`config.mk`:
```
export PLATFORM = sky130hd
export DESIGN_NAME = sram_access_arbiter
export DESIGN_NICKNAME = d
export VERILOG_FILES = /design/src/rtl/sram_access_arbiter.sv
export SDC_FILE = /design/constraint.sdc
export NUM_CORES = 1
export LEC_CHECK = 0
export ABC_AREA = 1
export CAP_MARGIN = 20
export CORE_MARGIN = 10
export CORE_UTILIZATION = 41
export DETAILED_ROUTE_END_ITERATION = 8
export GPL_TIMING_DRIVEN = 0
export PLACE_DENSITY = 0.88
export SKIP_LAST_GASP = 1
export SYNTH_ARGS = -nofsm -noshare
export SYNTH_HDL_FRONTEND = slang
export SYNTH_SLANG_ARGS = --single-unit
```
`constraint.sdc`:
```
create_clock -name CLOCK_50_I -period 4 [get_ports CLOCK_50_I]
set_input_delay 0.8 -clock CLOCK_50_I [delete_from_list [all_inputs] [get_ports CLOCK_50_I]]
set_output_delay 0.8 -clock CLOCK_50_I [all_outputs]
set_load 0.05 [all_outputs]
```
`src/rtl/sram_access_arbiter.sv`:
```
// sram_access_arbiter: shares the single-port SRAM between VGA, UART, M2 and M1 clients.
// VGA has absolute priority and may preempt a locked owner. Clients 1..3 are served
// round-robin. Every owner change passes through a one-cycle dead state with writes
// disabled. Each read is tagged with its owner, so rdata_valid names the right client
// READ_LATENCY cycles later.
module sram_access_arbiter #(
    parameter int READ_LATENCY = 2,
    parameter int MAX_HOLD     = 64,
    parameter int NUM_REQ      = 4
) (
    input  logic                    CLOCK_50_I,
    input  logic                    resetn,
    input  logic [NUM_REQ-1:0]      req,
    input  logic [NUM_REQ-1:0]      lock,
    input  logic [18*NUM_REQ-1:0]   cli_addr,
    input  logic [NUM_REQ-1:0]      cli_we_n,
    input  logic [16*NUM_REQ-1:0]   cli_wdata,
    output logic [NUM_REQ-1:0]      grant,
    output logic [17:0]             SRAM_address,
    output logic [15:0]             SRAM_write_data,
    output logic                    SRAM_we_n,
    input  logic [15:0]             SRAM_read_data,
    output logic [15:0]             rdata,
    output logic [NUM_REQ-1:0]      rdata_valid,
    output logic                    busy
);

    localparam int HW = $clog2(MAX_HOLD) + 1;

    typedef enum logic [1:0] {S_IDLE, S_GRANT, S_SWITCH} state_t;

    state_t               state_q, state_d;
    logic [NUM_REQ-1:0]   grant_q, grant_d;
    logic [1:0]           rr_q, rr_d;
    logic [HW-1:0]        hold_q, hold_d;
    logic [17:0]          addr_q;
    logic [15:0]          wdata_q;
    logic [2:0]           tag_q [READ_LATENCY];

    logic [1:0]           own, win, rr_nxt;
    logic                 granted, any_req, pend, keep, preempt, starve;

    // VGA wins outright; otherwise scan clients 1..3 starting at the rr pointer.
    function automatic logic [1:0] pick(input logic [NUM_REQ-1:0] r, input logic [1:0] p);
        logic [1:0] w;
        int c;
        w = 2'd0;
        for (int k = 2; k >= 0; k--) begin
            c = int'(p) + k;
            if (c > 3) c = c - 3;
            if (r[c[1:0]]) w = c[1:0];
        end
        return r[0] ? 2'd0 : w;
    endfunction

    assign own     = {grant_q[3] | grant_q[2], grant_q[3] | grant_q[1]};
    assign granted = (state_q == S_GRANT);
    assign win     = pick(req, rr_q);
    assign rr_nxt  = (win == 2'd3) ? 2'd1 : win + 2'd1;
    assign any_req = |req;
    assign pend    = |(req & ~grant_q);
    assign keep    = req[own] & lock[own];
    assign preempt = req[0] & (own != 2'd0);
    assign starve  = pend & (hold_q == HW'(MAX_HOLD - 1));

    assign SRAM_address    = granted ? cli_addr[18*own +: 18] : addr_q;
    assign SRAM_write_data = granted ? cli_wdata[16*own +: 16] : wdata_q;
    assign SRAM_we_n       = granted ? cli_we_n[own] : 1'b1;
    assign grant           = grant_q;
    assign busy            = |grant_q;
    assign rdata           = SRAM_read_data;
    assign rdata_valid     = tag_q[READ_LATENCY-1][2] ? (NUM_REQ'(1) << tag_q[READ_LATENCY-1][1:0]) : '0;

    // Next-state arbitration: grant from idle/switch, release or preempt/starve from grant.
    always_comb begin
        state_d = state_q;
        grant_d = grant_q;
        rr_d    = rr_q;
        hold_d  = hold_q;
        if (granted) begin
            if (preempt || !keep || starve) begin
                state_d = pend ? S_SWITCH : S_IDLE;
                grant_d = '0;
                hold_d  = '0;
            end else if (pend) begin
                hold_d = hold_q + 1'b1;
            end
        end else begin
            hold_d  = '0;
            state_d = any_req ? S_GRANT : S_IDLE;
            grant_d = any_req ? (NUM_REQ'(1) << win) : '0;
            rr_d    = (any_req && win != 2'd0) ? rr_nxt : rr_q;
        end
    end

    // Arbiter state, owner, round-robin pointer and hold counter registers.
    always_ff @(posedge CLOCK_50_I or negedge resetn) begin
        if (!resetn) begin
            state_q <= S_IDLE;
            grant_q <= '0;
            rr_q    <= 2'd1;
            hold_q  <= '0;
        end else begin
            state_q <= state_d;
            grant_q <= grant_d;
            rr_q    <= rr_d;
            hold_q  <= hold_d;
        end
    end

    // Last bus values are held so an idle bus never changes address or data.
    always_ff @(posedge CLOCK_50_I or negedge resetn) begin
        if (!resetn) begin
            addr_q  <= '0;
            wdata_q <= '0;
        end else begin
            addr_q  <= SRAM_address;
            wdata_q <= SRAM_write_data;
        end
    end

    // Read tag pipeline: {is_read, owner} travels alongside the SRAM read latency.
    always_ff @(posedge CLOCK_50_I or negedge resetn) begin
        if (!resetn) begin
            for (int i = 0; i < READ_LATENCY; i++) tag_q[i] <= '0;
        end else begin
            tag_q[0] <= {granted & SRAM_we_n, own};
            for (int i = 1; i < READ_LATENCY; i++) tag_q[i] <= tag_q[i-1];
        end
    end

endmodule

```
==> flow_metrics.env <==
export IMPL_cp_max_fo=10
export IMPL_clock_latency_ps=310
export IMPL_crit_slowest_cell="clkdlybuf4s50_1"
export IMPL_synth_fp_nets=711
export IMPL_grt_pass1_vias=4590
export IMPL_hold_depth=0
export IMPL_place_gp_congestion=0.909
export IMPL_setup_worst_path_end_class="primary output"
export IMPL_clk_path_buf_depth=2
export IMPL_root_buffer="clkbuf_8"
export IMPL_fmax_ghz=0.269
export IMPL_holdBufCountCts=0
export IMPL_cap_violations=0
export IMPL_finalHoldViolations=0
export IMPL_drc=0
export IMPL_first_pass_iters=5
export IMPL_routedWlPerCell_um=19.2
export IMPL_synthDistinctLibCells=30
export IMPL_vdd_drop_max_mv=0.549
export IMPL_antenna_found_initial=0
export IMPL_fp_dieArea_mm2=0.0132
export IMPL_drive_above_1_share_pct=7.67
export IMPL_wl_um=16600
export IMPL_hold_class="flip-flop to flip-flop"
export IMPL_final_cell_mix="clkdlybuf4s50_1 (208), nor2_1 (185), o21ai_0 (79)"
export IMPL_crit_path_cell_trace="buf_6, nor2_4, buf_6, clkbuf_1, o21ai_0, a31oi_1, clkdlybuf4s50_1"
export IMPL_post_cts_buffers=0
export IMPL_syn2layout_area_growth_pct=62.9
export IMPL_rows=34
export IMPL_grt_pass1_wl_um=25200
export IMPL_cts_clk_slew_worst_paths_ps=100
export IMPL_diodes=0
export IMPL_worst_setup_path_start_kind="flip-flop"
export IMPL_die_x_um=115
export IMPL_crit_required_ps=3200
export IMPL_setup_viol=0
export IMPL_syn_area_mm2=0.00369
export IMPL_cpMostUsedCell="buf_6"
export IMPL_die_y_um=115
export IMPL_drv_slew=0
export IMPL_fin_setup_tns_ps=0
export IMPL_syn_area_per_cell_um2=6.87
export IMPL_io_buffers=209
export IMPL_tightest_slew_ps=655
export IMPL_vias_per_cell=5.38
export IMPL_relSlewSlack_pct=56.4
export IMPL_fin_crit_sh_pct=92.9
export IMPL_p_leak_uw=0.00260
export IMPL_critPathKind="flip-flop to primary output"
export IMPL_cp_arrival_ps=2910
export IMPL_cts_sinks=55
export IMPL_initial_core_util_pct=42.1
export IMPL_dpl_cell_area_mm2=0.00594
export IMPL_rsz0062_at_grt="no"
export IMPL_cts_buffers=5
export IMPL_fin_util_pct=68.7
export IMPL_ys_ff_latch=55
export IMPL_ant_nets=0
export IMPL_ioPinCount=226
export IMPL_h_tree_depth=2
export IMPL_grt_max_degree=31
export IMPL_grt_overflow_total=0
export IMPL_synth_cells=538
export IMPL_fin_crit_ps=3710
export IMPL_fin_nets=928
export IMPL_ys_warn_count=0
export IMPL_final_area_mm2=0.00602
export IMPL_r2r_cells=13
export IMPL_cts_resized=0
export IMPL_cts_tree="built"
export IMPL_dpl_hpwl_um=13500
export IMPL_vias=4648
export IMPL_power_density_mw_per_mm2=870
export IMPL_grt_use_total_pct=23.6
export IMPL_slowest_delay_ps=870
export IMPL_core_mm2=0.00876
export IMPL_ys_seq_area_share_pct=37.3
export IMPL_status="completed"
export IMPL_dr_first_iter_drc_count=479
export IMPL_fin_skew_ps=8.69
export IMPL_mostFrequentLayoutCell="clkdlybuf4s50_1"
-- Yosys cell counts, drive strengths merged --
library cell | count | area [um^2]
a21oi | 6 | 30.0
a31oi | 34 | 213
buf | 33 | 233
clkbuf | 14 | 55.1
dfrtp | 54 | 1350
dfstp | 1 | 26.3
ha | 7 | 87.6
inv | 31 | 116
nand2 | 53 | 219
nand3 | 14 | 82.6
nand3b | 1 | 7.51
nand4 | 6 | 37.5
nor2 | 187 | 717
nor3 | 5 | 25.0
o211ai | 1 | 7.51
o21ai | 85 | 437
o22a | 1 | 8.76
o31ai | 1 | 7.51
or2 | 1 | 6.26
xor2 | 3 | 26.3
-- path summary, 6_finish.rpt --
| check | startpoint | end | slack (ps) |
|---|---|---|---|
| max in group asynchronous | resetn | rr_q[0] | 2830 |
| hold / removal | tag_q[3] | tag_q[0] | 350 |
| setup / recovery | grant[1] | SRAM_write_data[2] | 290 |
| min in group asynchronous | resetn | wdata_q[3] | 510 |
| hold reg to reg | tag_q[3] | tag_q[0] | 350 |
| setup reg to reg | rr_q[0] | rr_q[0] | 1520 |
-- logic make-up after synthesis --
| logic type | after synthesis | synth area share, % |
|---|---|---|
| flip-flops | 55 | 37.3 |
| buffers and inverters | 78 | 10.9 |
| AO/OA/AOI/OAI | 128 | 19.0 |
| adder cells (fa/ha/maj) | 7 | 2.37 |
| XOR/XNOR | 3 | 0.712 |
| AND/OR/NAND/NOR | 267 | 29.6 |
-- per-stage QoR --
step / hold slack [ps] / worst slack [ps] / std cells / power [uW]
CTS: 343 / 284 / 864 / 5230
finish: 347 / 285 / 864 / 5230
floorplan: 331 / 941 / 538 / 3530
detailed placement: 336 / 491 / 856 / 4930
global route: 364 / 183 / 864 / 5550
global placement: 332 / 417 / 855 / 4820
-- power breakdown --
group	internal [uW]	switching, uW	leakage [uW]
clock	124	178	0.0000422
sequential	801	98.9	0.000652
combinational	1280	2750	0.00191
total	2200	3030	0.00260
-- sequential cells by signal, indices dropped and copies added (netlist names) --
name and flops:
addr_q 18, grant 4, hold_q 7, rr_q 2
state_q 2, tag_q 6, wdata_q 16
-- critical path: cells and delay by family (launching register included) --
family | cells | cell delay, ps
AND/OR/NAND/NOR | 1 | 130
AO/OA/AOI/OAI | 2 | 530
flip-flops | 1 | 400
buffers and inverters | 4 | 1530
-- metal layers --
layer / global-route usage [%] / part of all wire (%)
met1: 26.9 / 36
met5: 0 / 0
met2: 42.3 / 51
met3: 6.82 / 10
met4: 5.53 / 2.2
-- final cells by class --
class | count | area (um^2)
fill | 716 | 2750
timing repair buffer | 210 | 2110
multi-input combinational | 405 | 1910
sequential | 55 | 1380
buffer | 47 | 288
tap | 108 | 135
inverter | 31 | 116
clock buffer | 7 | 76.3
clock inverter | 1 | 5.00
Power figures use the tool's default switching activity.
